<file path="config.mk">
export PLATFORM = sky130hd
export DESIGN_NAME = qbus_master
export DESIGN_NICKNAME = d
export VERILOG_FILES = /design/src/rtl/qbus_pkg.sv /design/src/rtl/qbus_rply_sync.sv /design/src/rtl/qbus_master.sv
export SDC_FILE = /design/constraint.sdc
export NUM_CORES = 1
export LEC_CHECK = 0
export BUFFER_PORTS_ARGS = -buffer_cell sky130_fd_sc_hd__buf_2
export CAP_MARGIN = 10
export CORE_AREA = 8 8 85 87
export DETAILED_ROUTE_END_ITERATION = 7
export DIE_AREA = 0 0 93 95
export MAX_ROUTING_LAYER = met4
export PLACE_DENSITY = 0.88
export SLEW_MARGIN = 5
export SYNTH_ARGS = -nofsm -noshare
export SYNTH_HDL_FRONTEND = slang
export SYNTH_HIERARCHICAL = 1
export SYNTH_SLANG_ARGS = --single-unit
</file>
<file path="constraint.sdc">
create_clock -name pin_clk -period 1.76 [get_ports pin_clk]
set_input_delay 0.352 -clock pin_clk [delete_from_list [all_inputs] [get_ports pin_clk]]
set_output_delay 0.352 -clock pin_clk [all_outputs]
set_load 0.01 [all_outputs]
</file>
<file path="src/rtl/qbus_pkg.sv">
// rtl/qbus_pkg.sv - shared QBUS master types, default timing constants and lane helper.
package qbus_pkg;

  typedef enum logic [2:0] {
    ST_IDLE,
    ST_ADDR,
    ST_SYNC,
    ST_WSET,
    ST_DREQ,
    ST_TERM,
    ST_DONE
  } qbus_state_e;

  localparam int unsigned QBUS_ADDR_SETUP = 1;
  localparam int unsigned QBUS_DATA_SETUP = 1;
  localparam int unsigned QBUS_TIMEOUT    = 255;

  localparam logic [15:0] QBUS_IDLE_BUS = 16'hFFFF;

  // Byte writes put the low byte on both lanes; the responder picks one with addr[0].
  function automatic logic [15:0] qbus_lane_data(input logic bt, input logic [15:0] wdata);
    return bt ? {wdata[7:0], wdata[7:0]} : wdata;
  endfunction

endpackage

</file>
<file path="src/rtl/qbus_rply_sync.sv">
// rtl/qbus_rply_sync.sv - two-flop synchronizer for the asynchronous RPLY strobe.
module qbus_rply_sync (
  input  logic clk_i,
  input  logic rst_n_i,
  input  logic rply_n_i,
  output logic rply_n_o
);

  logic meta_q;
  logic sync_q;

  // Both stages reset to 1 so a reset never looks like a reply.
  always_ff @(posedge clk_i) begin
    if (!rst_n_i) begin
      meta_q <= 1'b1;
      sync_q <= 1'b1;
    end else begin
      meta_q <= rply_n_i;
      sync_q <= meta_q;
    end
  end

  assign rply_n_o = sync_q;

endmodule

</file>
<file path="src/rtl/qbus_master.sv">
// rtl/qbus_master.sv - QBUS single-word initiator for reads, word writes and byte writes.
// Optional RPLY timeout (and the TIMEOUT parameter) enabled by defining QBUS_MASTER_TIMEOUT_EN.
module qbus_master
  import qbus_pkg::*;
#(
  parameter int unsigned ADDR_SETUP = QBUS_ADDR_SETUP,
  parameter int unsigned DATA_SETUP = QBUS_DATA_SETUP
`ifdef QBUS_MASTER_TIMEOUT_EN
  ,
  parameter int unsigned TIMEOUT    = QBUS_TIMEOUT
`endif
) (
  input  logic        pin_clk,
  input  logic        pin_dclo_n,
  input  logic        req,
  input  logic        we,
  input  logic        bt,
  input  logic [15:0] addr,
  input  logic [15:0] wdata,
  output logic        ack,
  output logic        err,
  output logic [15:0] rdata,
  input  logic [15:0] ad_in,
  output logic [15:0] ad_out,
  output logic        ad_oe,
  output logic        sync_n,
  output logic        din_n,
  output logic        dout_n,
  output logic        wtbt_n,
  input  logic        rply_n
);

  localparam int unsigned SW = 4;

  qbus_state_e   state_q;
  logic          we_q;
  logic          bt_q;
  logic [15:0]   data_q;
  logic [SW-1:0] setup_cnt_q;
  logic          ack_q;
  logic [15:0]   rdata_q;
  logic [15:0]   ad_out_q;
  logic          ad_oe_q;
  logic          sync_n_q;
  logic          din_n_q;
  logic          dout_n_q;
  logic          wtbt_n_q;
  logic          rply_n_s;
  logic          dreq_expire;
  logic          term_exit;

  qbus_rply_sync u_rply_sync (
    .clk_i    (pin_clk),
    .rst_n_i  (pin_dclo_n),
    .rply_n_i (rply_n),
    .rply_n_o (rply_n_s)
  );

`ifdef QBUS_MASTER_TIMEOUT_EN
  localparam int unsigned TW = (TIMEOUT > 1) ? $clog2(TIMEOUT) : 1;
  logic [TW-1:0] tmo_q;
  logic          tmo_err_q;
  logic          err_q;
  assign dreq_expire = (tmo_q == TW'(TIMEOUT - 1));
  assign term_exit   = rply_n_s || (tmo_q == TW'(TIMEOUT - 1));
  assign err         = err_q;
`else
  assign dreq_expire = 1'b0;
  assign term_exit   = rply_n_s;
  assign err         = 1'b0;
`endif

  always_ff @(posedge pin_clk) begin
    if (!pin_dclo_n) begin
      state_q     <= ST_IDLE;
      we_q        <= 1'b0;
      bt_q        <= 1'b0;
      data_q      <= '0;
      setup_cnt_q <= '0;
      ack_q       <= 1'b0;
      rdata_q     <= '0;
      ad_out_q    <= QBUS_IDLE_BUS;
      ad_oe_q     <= 1'b0;
      sync_n_q    <= 1'b1;
      din_n_q     <= 1'b1;
      dout_n_q    <= 1'b1;
      wtbt_n_q    <= 1'b1;
`ifdef QBUS_MASTER_TIMEOUT_EN
      tmo_q       <= '0;
      tmo_err_q   <= 1'b0;
      err_q       <= 1'b0;
`endif
    end else begin
      ack_q <= 1'b0;
`ifdef QBUS_MASTER_TIMEOUT_EN
      err_q <= 1'b0;
`endif
      case (state_q)
        ST_IDLE: begin
          if (req) begin
            we_q        <= we;
            bt_q        <= bt;
            data_q      <= qbus_lane_data(bt, wdata);
            ad_out_q    <= ~addr;
            ad_oe_q     <= 1'b1;
            wtbt_n_q    <= ~we;
            setup_cnt_q <= '0;
            state_q     <= ST_ADDR;
          end
        end
        ST_ADDR: begin
          if (setup_cnt_q == SW'(ADDR_SETUP - 1)) begin
            sync_n_q    <= 1'b0;
            setup_cnt_q <= '0;
            state_q     <= ST_SYNC;
          end else begin
            setup_cnt_q <= setup_cnt_q + 1'b1;
          end
        end
        ST_SYNC: begin
          if (we_q) begin
            ad_out_q <= ~data_q;
            wtbt_n_q <= ~bt_q;
            state_q  <= ST_WSET;
          end else begin
            ad_oe_q  <= 1'b0;
            din_n_q  <= 1'b0;
            state_q  <= ST_DREQ;
`ifdef QBUS_MASTER_TIMEOUT_EN
            tmo_q    <= '0;
`endif
          end
        end
        ST_WSET: begin
          if (setup_cnt_q == SW'(DATA_SETUP - 1)) begin
            dout_n_q    <= 1'b0;
            setup_cnt_q <= '0;
            state_q     <= ST_DREQ;
`ifdef QBUS_MASTER_TIMEOUT_EN
            tmo_q       <= '0;
`endif
          end else begin
            setup_cnt_q <= setup_cnt_q + 1'b1;
          end
        end
        ST_DREQ: begin
          if (!rply_n_s || dreq_expire) begin
            // Write data stays on the bus through TERM for trailing-edge latching responders.
            din_n_q  <= 1'b1;
            dout_n_q <= 1'b1;
            state_q  <= ST_TERM;
            if (!rply_n_s && !we_q) begin
              rdata_q <= ~ad_in;
            end
`ifdef QBUS_MASTER_TIMEOUT_EN
            tmo_q <= '0;
            if (rply_n_s) begin
              tmo_err_q <= 1'b1;
            end
          end else begin
            tmo_q <= tmo_q + 1'b1;
`endif
          end
        end
        ST_TERM: begin
          if (term_exit) begin
            sync_n_q <= 1'b1;
            ad_oe_q  <= 1'b0;
            ad_out_q <= QBUS_IDLE_BUS;
            wtbt_n_q <= 1'b1;
            ack_q    <= 1'b1;
            state_q  <= ST_DONE;
`ifdef QBUS_MASTER_TIMEOUT_EN
            err_q    <= tmo_err_q || !rply_n_s;
          end else begin
            tmo_q <= tmo_q + 1'b1;
`endif
          end
        end
        ST_DONE: begin
          state_q <= ST_IDLE;
`ifdef QBUS_MASTER_TIMEOUT_EN
          tmo_err_q <= 1'b0;
`endif
        end
        default: state_q <= ST_IDLE;
      endcase
    end
  end

  assign ack    = ack_q;
  assign rdata  = rdata_q;
  assign ad_out = ad_out_q;
  assign ad_oe  = ad_oe_q;
  assign sync_n = sync_n_q;
  assign din_n  = din_n_q;
  assign dout_n = dout_n_q;
  assign wtbt_n = wtbt_n_q;

endmodule
</file>
==> impl.org <==
** Power and ir drop
- Leak pwr :: about 1.6 nW
- In this run the power density over the cells is about 1400 mW/mm^2.
- Of the total power, registers draw 0.367.
- Maximum vdd drop :: 0.784 mV
- Of the total power, the share spent switching nets is 0.358.
- Net switching power :: 1.88 mW
- The internal power of the cells totals ~3.4 mW.
- Part of the power in combinational logic :: 0.373
- Clk pwr share :: 0.260

** Hold path
- For hold timing, the worst endpoint is rdata[11].
- The path class of the tightest hold or removal check is primary input to flop.
- Cell count of the worst hold path :: 2
- Startpoint of the worst hold path :: ad_in[11]

** Yosys
- Synth top area share :: 0.444
- The synthesized design contains 65 register bits.
- Synth top area cells :: sky130_fd_sc_hd__dfxtp_1 44%, sky130_fd_sc_hd__nor2_1 7.6%, sky130_fd_sc_hd__a211oi_1 6.4%
- In this run, synthesis inferred 0 flip-flops with an integrated enable.
- Unique cell type count in the Yosys netlist :: between 40 and 50
- Synthesis produced a netlist whose cell count is 345.
- The most used flip-flop cell after synthesis is sky130_fd_sc_hd__dfxtp_1.
- Async S/R FF share, synth :: 0
- Warning count from the yosys run :: 6
- The synthesized netlist occupies a cell area of ~0.003 mm^2.
- Register area share after synthesis :: 0.444
- After synthesis, the mean cell area works out to ~8.5 um^2.
- Syn_nets :: about 400
- sky130_fd_sc_hd__dfxtp_1 takes more of the synthesized area than any other cell.

** Setup path
- For this run, the slowest stage of the critical path takes between 0.3 and 0.4 ns.
- Slowest CP cell :: sky130_fd_sc_hd__dfxtp_1
- Flop-to-flop setup slack :: roughly 0.17 ns
- Data arrival time of the critical path :: 1.85 ns
- For the worst flop-to-flop path, the logic depth is 6.
- Walking the worst path, the cells encountered are buf_4 > nor2_1 > and3b_1 > buf_4 > nor2_1 > a211oi_1.
- The setup path with the least slack is of type flop to flop.
- For the worst setup path, the data required time is between 2 and 2.5 ns.
- Counting both buffers and inverters, the worst setup path holds a total of 2.
- Critical Path Fanout Max :: 32
- Reg2Reg Launch Point :: state_q[0]
- The worst register-to-register path ends at rdata[8].
- Endpoint type of the worst setup path :: flop
- Gate family responsible for the most delay along the worst path :: buffers and inverters
- Element type at the critical path start :: flop

** Global routing
- For this run, global-route usage on met2 was measured as 0.279.
- For met1 alone, demand over resource in global routing was 0.206.
- Grt peak-use layer :: met2
- Entering global routing, the biggest net connects 33 pins.
- Summed over all layers, the global routing overflow is 0.
- Met3 GRT Util :: 0.0770
- The number of global-route vias before repair came to between 2000 and 3000.
- In the global route stage, overall resource usage came out at 0.180.
- Number of antenna violations at the first check in global routing :: 0
- The first global-routing pass estimated 12500 um of wire.

** CTS
- Htree depth :: 3
- The clock net in this run drives a total of 65 sinks.
- Clock transition time at the flip-flop clock pins of the worst setup and hold paths :: 0.07 ns
- Number of clock buffers inserted by TritonCTS :: 9
- Clock latency at the later pin of the worst-skew pair :: roughly 0.35 ns
- TritonCTS built the clock tree.
- Maximum buffer depth of the clock tree :: 2
- The tree is rooted in a sky130_fd_sc_hd__clkbuf_8.

** Layout
- The net count of the finished layout is around 500.
- Count of non-filler cells in the finished layout :: 520
- The sequential cells in the finished layout cover a total of about 0.0013 mm^2.
- Fraction of layout instances using a drive strength above 1 :: 0.328
- Area delta synth->final :: 27.8%
- The number of antenna diodes in the final layout is 0.
- The filler cells instantiated in the layout total 511.
- Total area of multi-input combinational cells :: around 0.0015 mm^2
- At the end of the flow the core is filled with cells to 0.644.

** Placed design
- Placer congestion estimate :: ~0.84
- Detailed Place HPWL :: a little under 6000 um
- Counting tap cells, the placed design contains a total of ~500 instances.
- Post-placement worst setup slack :: about 0.13 ns
- # port buffers :: 91

** Routing
- Total number of vias :: between 2000 and 3000
- Number of DRC violations after detailed-routing iteration 0 :: about 190
- Remaining antenna violation count :: 0
- Dividing the detail-routed wire length by the instance count gives around 15 um.
- After detailed routing, the number of remaining DRC violations is 0.
- The first detailed-routing pass took 5 iterations.
- Final wirelength :: 7800 um
- Using the TritonRoute via totals, the vias-per-cell ratio works out to 5.48.

** Timing
- Total of endpoints with negative setup slack in the final report :: 0
- The smallest clock period supported by the final layout is computed as 1.59 ns.
- Across the routed clock network, the largest skew measured is between 0.008 and 0.009 ns.
- Final number of hold-violating endpoints :: 0
- Final max-slew violation count :: 0
- In the finished design, the share of the clock period the worst path needs comes to 0.905.
- Post-route worst setup slack :: between 0.15 and 0.2 ns
- Unrepaired setup endpoints after global routing :: no
- Adding up every negative setup slack in the final design gives 0 ns.
- For this run, the top clock speed supported by timing is around 630 MHz.
- Fin Hold WS :: around 0.17 ns

** Floorplan
- DIE HEIGHT :: ~95 um
- For this configuration, the core starts out at a cell density of 0.504.
- Die area :: about 0.0088 mm^2
- Core ar. :: between 0.005 and 0.006 mm^2
- Row generation in the floorplan step produced 28 rows.
- Measured along the x axis, the die boundary spans 93 um.
- In this run the count of I/O pins placed on the die edge is just over 90.

** Job
- Max capacitance violation total :: 0

** Run status
- The run finished with clean final reports.
-- metrics by stage --
step                cell area (um^2)  power, mW
finish                          3750       5.25
global route                    3750       5.55
CTS                             3730       5.23
detailed placement              3520       3.87
global placement                3520       3.82
floorplan                       2930       3.25
-- worst register-to-register path, delay by kind of cell, from the launching register on --
kind	cells	cell delay, ns
AND/OR/NAND/NOR	3	0.41
flip-flops	1	0.38
buffers and inverters	2	0.48
AO/OA/AOI/OAI	1	0.23
-- layout make-up --
class | count | share of cell area
Timing Repair Buffer | 112 | 0.170
Sequential cell | 65 | 0.348
Clock inverter | 6 | 0.0220
Clock buffer | 10 | 0.0341
Inverter | 4 | 0.00401
Tap cell | 75 | 0.0250
Multi-Input combinational cell | 248 | 0.397
-- cell usage in the layout, fill, tap and decap left out, types with 2 or more instances in the layout --
master,synthesis,layout
sky130_fd_sc_hd__buf_2,8,91
sky130_fd_sc_hd__dfxtp_1,65,64
sky130_fd_sc_hd__nor2_1,59,58
sky130_fd_sc_hd__nand2_1,41,41
sky130_fd_sc_hd__a211oi_1,25,25
sky130_fd_sc_hd__buf_4,3,19
sky130_fd_sc_hd__nor3_1,15,15
sky130_fd_sc_hd__a21oi_1,15,15
sky130_fd_sc_hd__mux2i_1,14,14
sky130_fd_sc_hd__o21ai_1,10,10
sky130_fd_sc_hd__o21ai_0,9,9
sky130_fd_sc_hd__a2111oi_2,9,9
sky130_fd_sc_hd__clkbuf_8,0,9
sky130_fd_sc_hd__nand2b_1,9,8
sky130_fd_sc_hd__o22ai_1,5,5
sky130_fd_sc_hd__inv_1,4,4
sky130_fd_sc_hd__nand3_1,3,3
sky130_fd_sc_hd__clkinv_2,0,3
sky130_fd_sc_hd__and2b_1,2,2
sky130_fd_sc_hd__nor3b_2,1,2
sky130_fd_sc_hd__nor2b_1,2,2
sky130_fd_sc_hd__nor4_1,2,2
sky130_fd_sc_hd__a2111oi_1,0,2
sky130_fd_sc_hd__ha_1,2,2
sky130_fd_sc_hd__bufinv_16,0,2
sky130_fd_sc_hd__buf_12,0,2
-- state kept, by name, summed over array words and instances, names as in the netlist, 3 cells and up --
name / cells
setup_cnt_q: 4
data_q: 16
ad_out: 16
state_q: 3
rdata: 16
-- cells by family after synthesis --
| group | synth area share |
|---|---|
| AO/OA/AOI/OAI | 0.215 |
| other | 0.00128 |
| XOR/XNOR | 0.00299 |
| buffers and inverters | 0.0559 |
| flip-flops | 0.444 |
| AND/OR/NAND/NOR | 0.224 |
| adder cells (fa/ha/maj) | 0.00853 |
| multiplexers | 0.0478 |
-- power by group through the flow --
stage	registers, mW	logic (mW)	clock network [mW]
final	1.93	1.96	1.37
after global routing	1.96	2.15	1.45
after global placement	1.94	1.87	0
after floorplan	1.97	1.28	0
after detailed placement	1.95	1.92	0
after CTS	1.92	1.93	1.38
-- metal layers --
metal | up-vias | share of wire | routed length (um)
li1 | 1402 | - | -
met1 | 1316 | 0.45 | 3490
met2 | 118 | 0.45 | 3480
met3 | 12 | 0.092 | 717
met4 | 0 | 0.013 | 101
met5 | - | 0 | 0
-- synth_stat cells (2+ instances only) --
| cell | instances |
|---|---|
| sky130_fd_sc_hd__dfxtp_1 | 65 |
| sky130_fd_sc_hd__nor2_1 | 59 |
| sky130_fd_sc_hd__nand2_1 | 41 |
| sky130_fd_sc_hd__a211oi_1 | 25 |
| sky130_fd_sc_hd__a21oi_1 | 15 |
| sky130_fd_sc_hd__nor3_1 | 15 |
| sky130_fd_sc_hd__mux2i_1 | 14 |
| sky130_fd_sc_hd__clkbuf_1 | 11 |
| sky130_fd_sc_hd__o21ai_1 | 10 |
| sky130_fd_sc_hd__a2111oi_2 | 9 |
| sky130_fd_sc_hd__nand2b_1 | 9 |
| sky130_fd_sc_hd__o21ai_0 | 9 |
| sky130_fd_sc_hd__buf_2 | 8 |
| sky130_fd_sc_hd__o22ai_1 | 5 |
| sky130_fd_sc_hd__inv_1 | 4 |
| sky130_fd_sc_hd__a2111oi_0 | 3 |
| sky130_fd_sc_hd__buf_1 | 3 |
| sky130_fd_sc_hd__buf_4 | 3 |
| sky130_fd_sc_hd__buf_6 | 3 |
| sky130_fd_sc_hd__nand3_1 | 3 |
| sky130_fd_sc_hd__and2b_1 | 2 |
| sky130_fd_sc_hd__ha_1 | 2 |
| sky130_fd_sc_hd__nor2b_1 | 2 |
| sky130_fd_sc_hd__nor4_1 | 2 |
-- timing repair --
| item | in CTS | in global routing |
|---|---|---|
| hold buffers | 0 | 0 |
| endpoints found under the setup margin | 0 | 18 |
| hold endpoints to repair | 0 | 0 |
| setup buffers | 0 | 0 |
| resized for setup | 0 | 7 |
-- how the worst max path moves through the flow --
stage	startpoint	to	slack (ns)	depth (start not counted)
after floorplan	state_q[2]	wtbt_n	0.21	7
after global placement	state_q[1]	ad_out[13]	0.21	5
after detailed placement	state_q[1]	ad_out[5]	0.13	4
after CTS	state_q[1]	ad_out[5]	0.06	4
after global routing	state_q[0]	rdata[1]	0.04	6
final	state_q[0]	rdata[8]	0.17	6
No activity file was read; power rests on OpenSTA's default activity.
